`config.mk`:
```
export PLATFORM = sky130hd
export DESIGN_NAME = jzjpcc_memory_arbiter
export DESIGN_NICKNAME = d
export VERILOG_FILES = /design/src/rtl/jzjpcc_memory_arbiter.sv
export SDC_FILE = /design/constraint.sdc
export NUM_CORES = 1
export LEC_CHECK = 0
export ABC_AREA = 1
export BUFFER_PORTS_ARGS = -buffer_cell sky130_fd_sc_hd__buf_2
export CORE_AREA = 2 2 103 105
export CTS_BUF_LIST = sky130_fd_sc_hd__clkbuf_4 sky130_fd_sc_hd__clkbuf_8 sky130_fd_sc_hd__clkbuf_16
export DETAILED_ROUTE_END_ITERATION = 6
export DIE_AREA = 0 0 105 107
export HOLD_SLACK_MARGIN = 0.03
export PLACE_DENSITY = 0.57
export SETUP_SLACK_MARGIN = 0.4
export SLEW_MARGIN = 20
export SYNTH_ARGS = -nofsm -noshare
export SYNTH_HDL_FRONTEND = slang
export SYNTH_SLANG_ARGS = --single-unit
export TNS_END_PERCENT = 1
```
`constraint.sdc`:
```
create_clock -name clock -period 4.25 [get_ports clock]
set_input_delay 0.6375 -clock clock [delete_from_list [all_inputs] [get_ports clock]]
set_output_delay 0.6375 -clock clock [all_outputs]
set_load 0.03 [all_outputs]
```
`src/rtl/jzjpcc_memory_arbiter.sv`:
```
// jzjpcc_memory_arbiter
// Shares one synchronous SRAM port between instruction fetch and the data
// stage. One requester is granted per cycle; data wins contention unless
// fetch has been held off for STARVE_LIMIT consecutive data grants. Read
// data returns one cycle after the grant and is steered by respState.
module jzjpcc_memory_arbiter #(
    parameter int unsigned PC_MAX_B     = 31,
    parameter int unsigned STARVE_LIMIT = 4
) (
    input  logic                clock,
    input  logic                reset,

    input  logic                fetchReq,
    input  logic [PC_MAX_B:2]   fetchAddress,
    output logic                fetchGrant,
    output logic                fetchValid,
    output logic [29:0]         fetchInstruction,

    input  logic                dataReq,
    input  logic                dataWrite,
    input  logic [PC_MAX_B:2]   dataAddress,
    input  logic [3:0]          dataByteEnable,
    input  logic [31:0]         dataWriteData,
    output logic                dataGrant,
    output logic                dataValid,
    output logic [31:0]         dataReadData,

    output logic [PC_MAX_B:2]   memAddress,
    output logic                memWriteEnable,
    output logic [3:0]          memByteEnable,
    output logic [31:0]         memWriteData,
    input  logic [31:0]         memReadData,

    output logic                stall_fetch,
    output logic                stall_decode
);

    typedef enum logic [1:0] {
        RESP_NONE,
        RESP_FETCH,
        RESP_LOAD,
        RESP_STORE
    } resp_state_t;

    localparam logic [3:0] STARVE_MAX = 4'(STARVE_LIMIT);

    resp_state_t respState;
    resp_state_t respStateNext;
    logic [3:0]  starveCount;
    logic        fetchForced;

    // Grant selection: data has priority unless fetch has starved long enough
    always_comb begin
        fetchForced = (starveCount == STARVE_MAX);
        fetchGrant  = 1'b0;
        dataGrant   = 1'b0;
        if (dataReq && fetchReq) begin
            fetchGrant = fetchForced;
            dataGrant  = ~fetchForced;
        end else if (dataReq) begin
            dataGrant  = 1'b1;
        end else if (fetchReq) begin
            fetchGrant = 1'b1;
        end
    end

    // SRAM port steering; the write strobe is held off while reset is low
    always_comb begin
        memAddress     = dataGrant ? dataAddress : fetchAddress;
        memWriteEnable = dataGrant & dataWrite & reset;
        memByteEnable  = (dataGrant && dataWrite) ? dataByteEnable : 4'b0000;
        memWriteData   = dataWriteData;
        stall_fetch    = fetchReq & ~fetchGrant;
        stall_decode   = fetchReq & ~fetchGrant;
    end

    // Count consecutive data grants taken while fetch is waiting
    always_ff @(posedge clock or negedge reset) begin
        if (!reset) begin
            starveCount <= '0;
        end else if (fetchGrant || !fetchReq) begin
            starveCount <= '0;
        end else if (dataGrant && (starveCount != STARVE_MAX)) begin
            starveCount <= starveCount + 4'd1;
        end
    end

    // Response state register
    always_ff @(posedge clock or negedge reset) begin
        if (!reset) begin
            respState <= RESP_NONE;
        end else begin
            respState <= respStateNext;
        end
    end

    // Next response is determined entirely by this cycle's grant
    always_comb begin
        respStateNext = RESP_NONE;
        if (fetchGrant) begin
            respStateNext = RESP_FETCH;
        end else if (dataGrant) begin
            respStateNext = dataWrite ? RESP_STORE : RESP_LOAD;
        end
    end

    // Response outputs decoded from the pending response
    always_comb begin
        fetchValid       = (respState == RESP_FETCH);
        dataValid        = (respState == RESP_LOAD) || (respState == RESP_STORE);
        fetchInstruction = memReadData[31:2];
        dataReadData     = memReadData;
    end

endmodule

```
==> run_results.csv <==
group,metric,value,unit
global_routing,grt.total_usage,7.53,%
sta,slew_violations,0,
finish,fin_area,1530,um2
setup_path,worst_ep_arrival_time,2.30,ns
power,max-vdd-ir-drop,87.0,uV
clocking,cts_resized,0,
power,leakage,0.000946,uW
drt,num_vias,1467,
setup_path,crit_slowest_cell,"nand4_1",
die,io_pins,268,
die,initial_utilization,15.3,%
finish,area_growth,-0.889,%
logic_synthesis,yosysWarnings,0,
die,rows,37,
global_routing,grt_pass1_vias,1346,
die,die_h,107,um
global_routing,overflow,0,
logic_synthesis,yosysMostFrequentCell,"buf_4",
logic_synthesis,synth-async-reset-ratio,100,%
setup_path,cp-end-kind,"primary output",
placed_design,dp.cells,385,
sta,max_slew.worst_pin.slew,0.654,ns
clocking,cts_tree,"built",
sta,fin_skew,0.000214,ns
die,die_area,11200,um2
logic_synthesis,yosysTopAreaCellShare,46.1,%
logic_synthesis,synth_top_cell_by_area,"buf_4",
outcome,status,"finished clean",
global_routing,grt_pass1_wl,6.62,mm
clocking,htreeDepth,1,
logic_synthesis,syn_inst,246,
clocking,cts_setup_buffers,0,
logic_synthesis,syn_nets,381,
logic_synthesis,post_synth_most_frequent_cells,"95 x buf_4, 63 x nand3_1, 38 x nand2_1",
die,core,10100,um2
clocking,clock_latency,0.22,ns
drt,drc,0,
placed_design,dpl_cell_area,1490,um2
finish,fill_cells,1196,
logic_synthesis,synth_area_per_cell,6.29,um2
finish,stdcell_count,388,
drt,drt_iter0_drc,87,
sta,fin_hold_ws,0.243,ns
logic_synthesis,yosysSeqAreaShare,9.70,%
setup_path,path_max_fanout,18,
setup_path,cp_cell_sequence,"inv_1, ha_1, nand4_1, buf_4, nand3_1, nor2_1, buf_2",
global_routing,antenna_found_initial,0,
setup_path,cp-startpoint,"starveCount[0]",
setup_path,reg2reg_from,"starveCount[0]",
power,fin_total_pwr,331,uW
drt,via_per_inst,3.78,
clocking,root_buffer,"clkbuf_8",
finish,final_layout_size_suffix_gt1_share,46.4,%
min_path,hold_class,"in2async",
job,cap_viol_max_count,0,
placed_design,place_congestion,0.598,
logic_synthesis,synth_edf_count,0,
logic_synthesis,synthFlopType,"dfrtp_1",
setup_path,cp_slowest_stage_delay,0.53,ns
finish,seqCellArea,150,um2
placed_design,dp_hpwl,3.61,mm
logic_synthesis,syn_area,1550,um2
finish,nNetsFinal,389,
drt,wl_per_cell,11.8,um
drt,drt_pass1_iterations,4,
setup_path,startpoint_type,"flip-flop",
power,power_density,216,nW/um2
clocking,cts_buffers,3,
logic_synthesis,yosys.cell_types.count,13,
drt,wl,4.56,mm
finish,multi_input_area,548,um2
setup_path,worstSetupPathType,"reg2out",
clocking,hold_buffers,0,
clocking,clk_pin_slew,0.04,ns
clocking,cts.sinks,6,
setup_path,worstPathRequired,3.61,ns
finish,insertedDiodeCount,0,
die,fp.dieW,105,um
sta,slew_headroom,56.3,%
drt,ant_nets,0,
global_routing,grt_max_degree,33,
logic_synthesis,synth_area_leaders,"buf_4 46%, nand3_1 20%, dfrtp_1 9.7%",
sta,period_needed,2.94,ns
sta,setup_viol,0,
placed_design,io_buffers,109,
clocking,clk_path_buf_depth,2,
sta,finalHoldViolCount,0,
sta,fmax,341,MHz
sta,period_share,69.1,%
sta,rsz0062_at_grt,"false",
logic_synthesis,ys_seq_elements,6,
sta,fin_tns_setup,0,ns
## routing by layer
metal / track usage [%] / wire, um / share of wire (%)
met5: 0 / 0 / 0
met3: 1.76 / 484 / 11
met2: 13.5 / 2180 / 48
met4: 6.86 / 365 / 8.0
met1: 7.10 / 1530 / 34
## state kept, by name, indices dropped and copies added, names as in the netlist
name / flops
respState: 2
starveCount: 4
## worst max-delay path, delay by kind of cell, from the launching register on
kind | cells | cell delay (ns)
and+or+nand+nor | 3 | 0.79
DFF | 1 | 0.42
buffers and inverters | 3 | 0.70
adders and majority gates | 1 | 0.16
## power breakdown
group / total, uW / internal, uW / switching [uW]
logic: 185 / 62.8 / 122
clock network: 85.0 / 60.8 / 24.2
registers: 61.6 / 59.9 / 1.70
total: 331 / 183 / 148
## metrics by stage
stage,worst slack [ns],util [%]
after floorplan,2.09,-
after global placement,1.47,14.8
after detailed placement,1.38,14.8
after CTS,1.31,15.2
after global routing,1.07,15.2
final,1.31,15.2
## layout by cell type, fill, tap and decap left out
cell type and n:
clkbuf_8 3, ha_1 2, dfrtp_1 6, inv_1 13, nand4_1 2, xnor2_1 1, nand2_2 1, nand2_1 38
buf_2 109, buf_4 4, nor2_1 10, nand3_1 63
## final timing paths
kind / to / depth (start not counted) / slack, ns
setup / recovery: memWriteEnable / 7 / 1.31
hold / removal: starveCount[1] / 1 / 0.24
setup reg to reg: respState[0] / 6 / 2.20
hold reg to reg: starveCount[0] / 1 / 0.52
max in group asynchronous: respState[0] / 1 / 3.85
min in group clock: starveCount[0] / 1 / 0.52
## final cells by class
class | count | area share [%]
Clock buffer | 3 | 2.69
Inverter | 13 | 3.18
Multi-Input combinational cell | 117 | 35.7
Sequential cell | 6 | 9.79
Tap cell | 136 | 11.1
Timing Repair Buffer | 113 | 37.5
## kinds of logic (layout without fill, tap and decap cells)
| family | Yosys count | count (layout) | synth area share (%) |
|---|---|---|---|
| adders and majority gates | 2 | 2 | 1.62 |
| xor gates and xnor gates | 1 | 1 | 0.566 |
| buffers and inverters | 123 | 129 | 54.9 |
| and+or+nand+nor | 114 | 114 | 33.2 |
| DFF | 6 | 6 | 9.70 |
(Power assumes the default switching activity.)
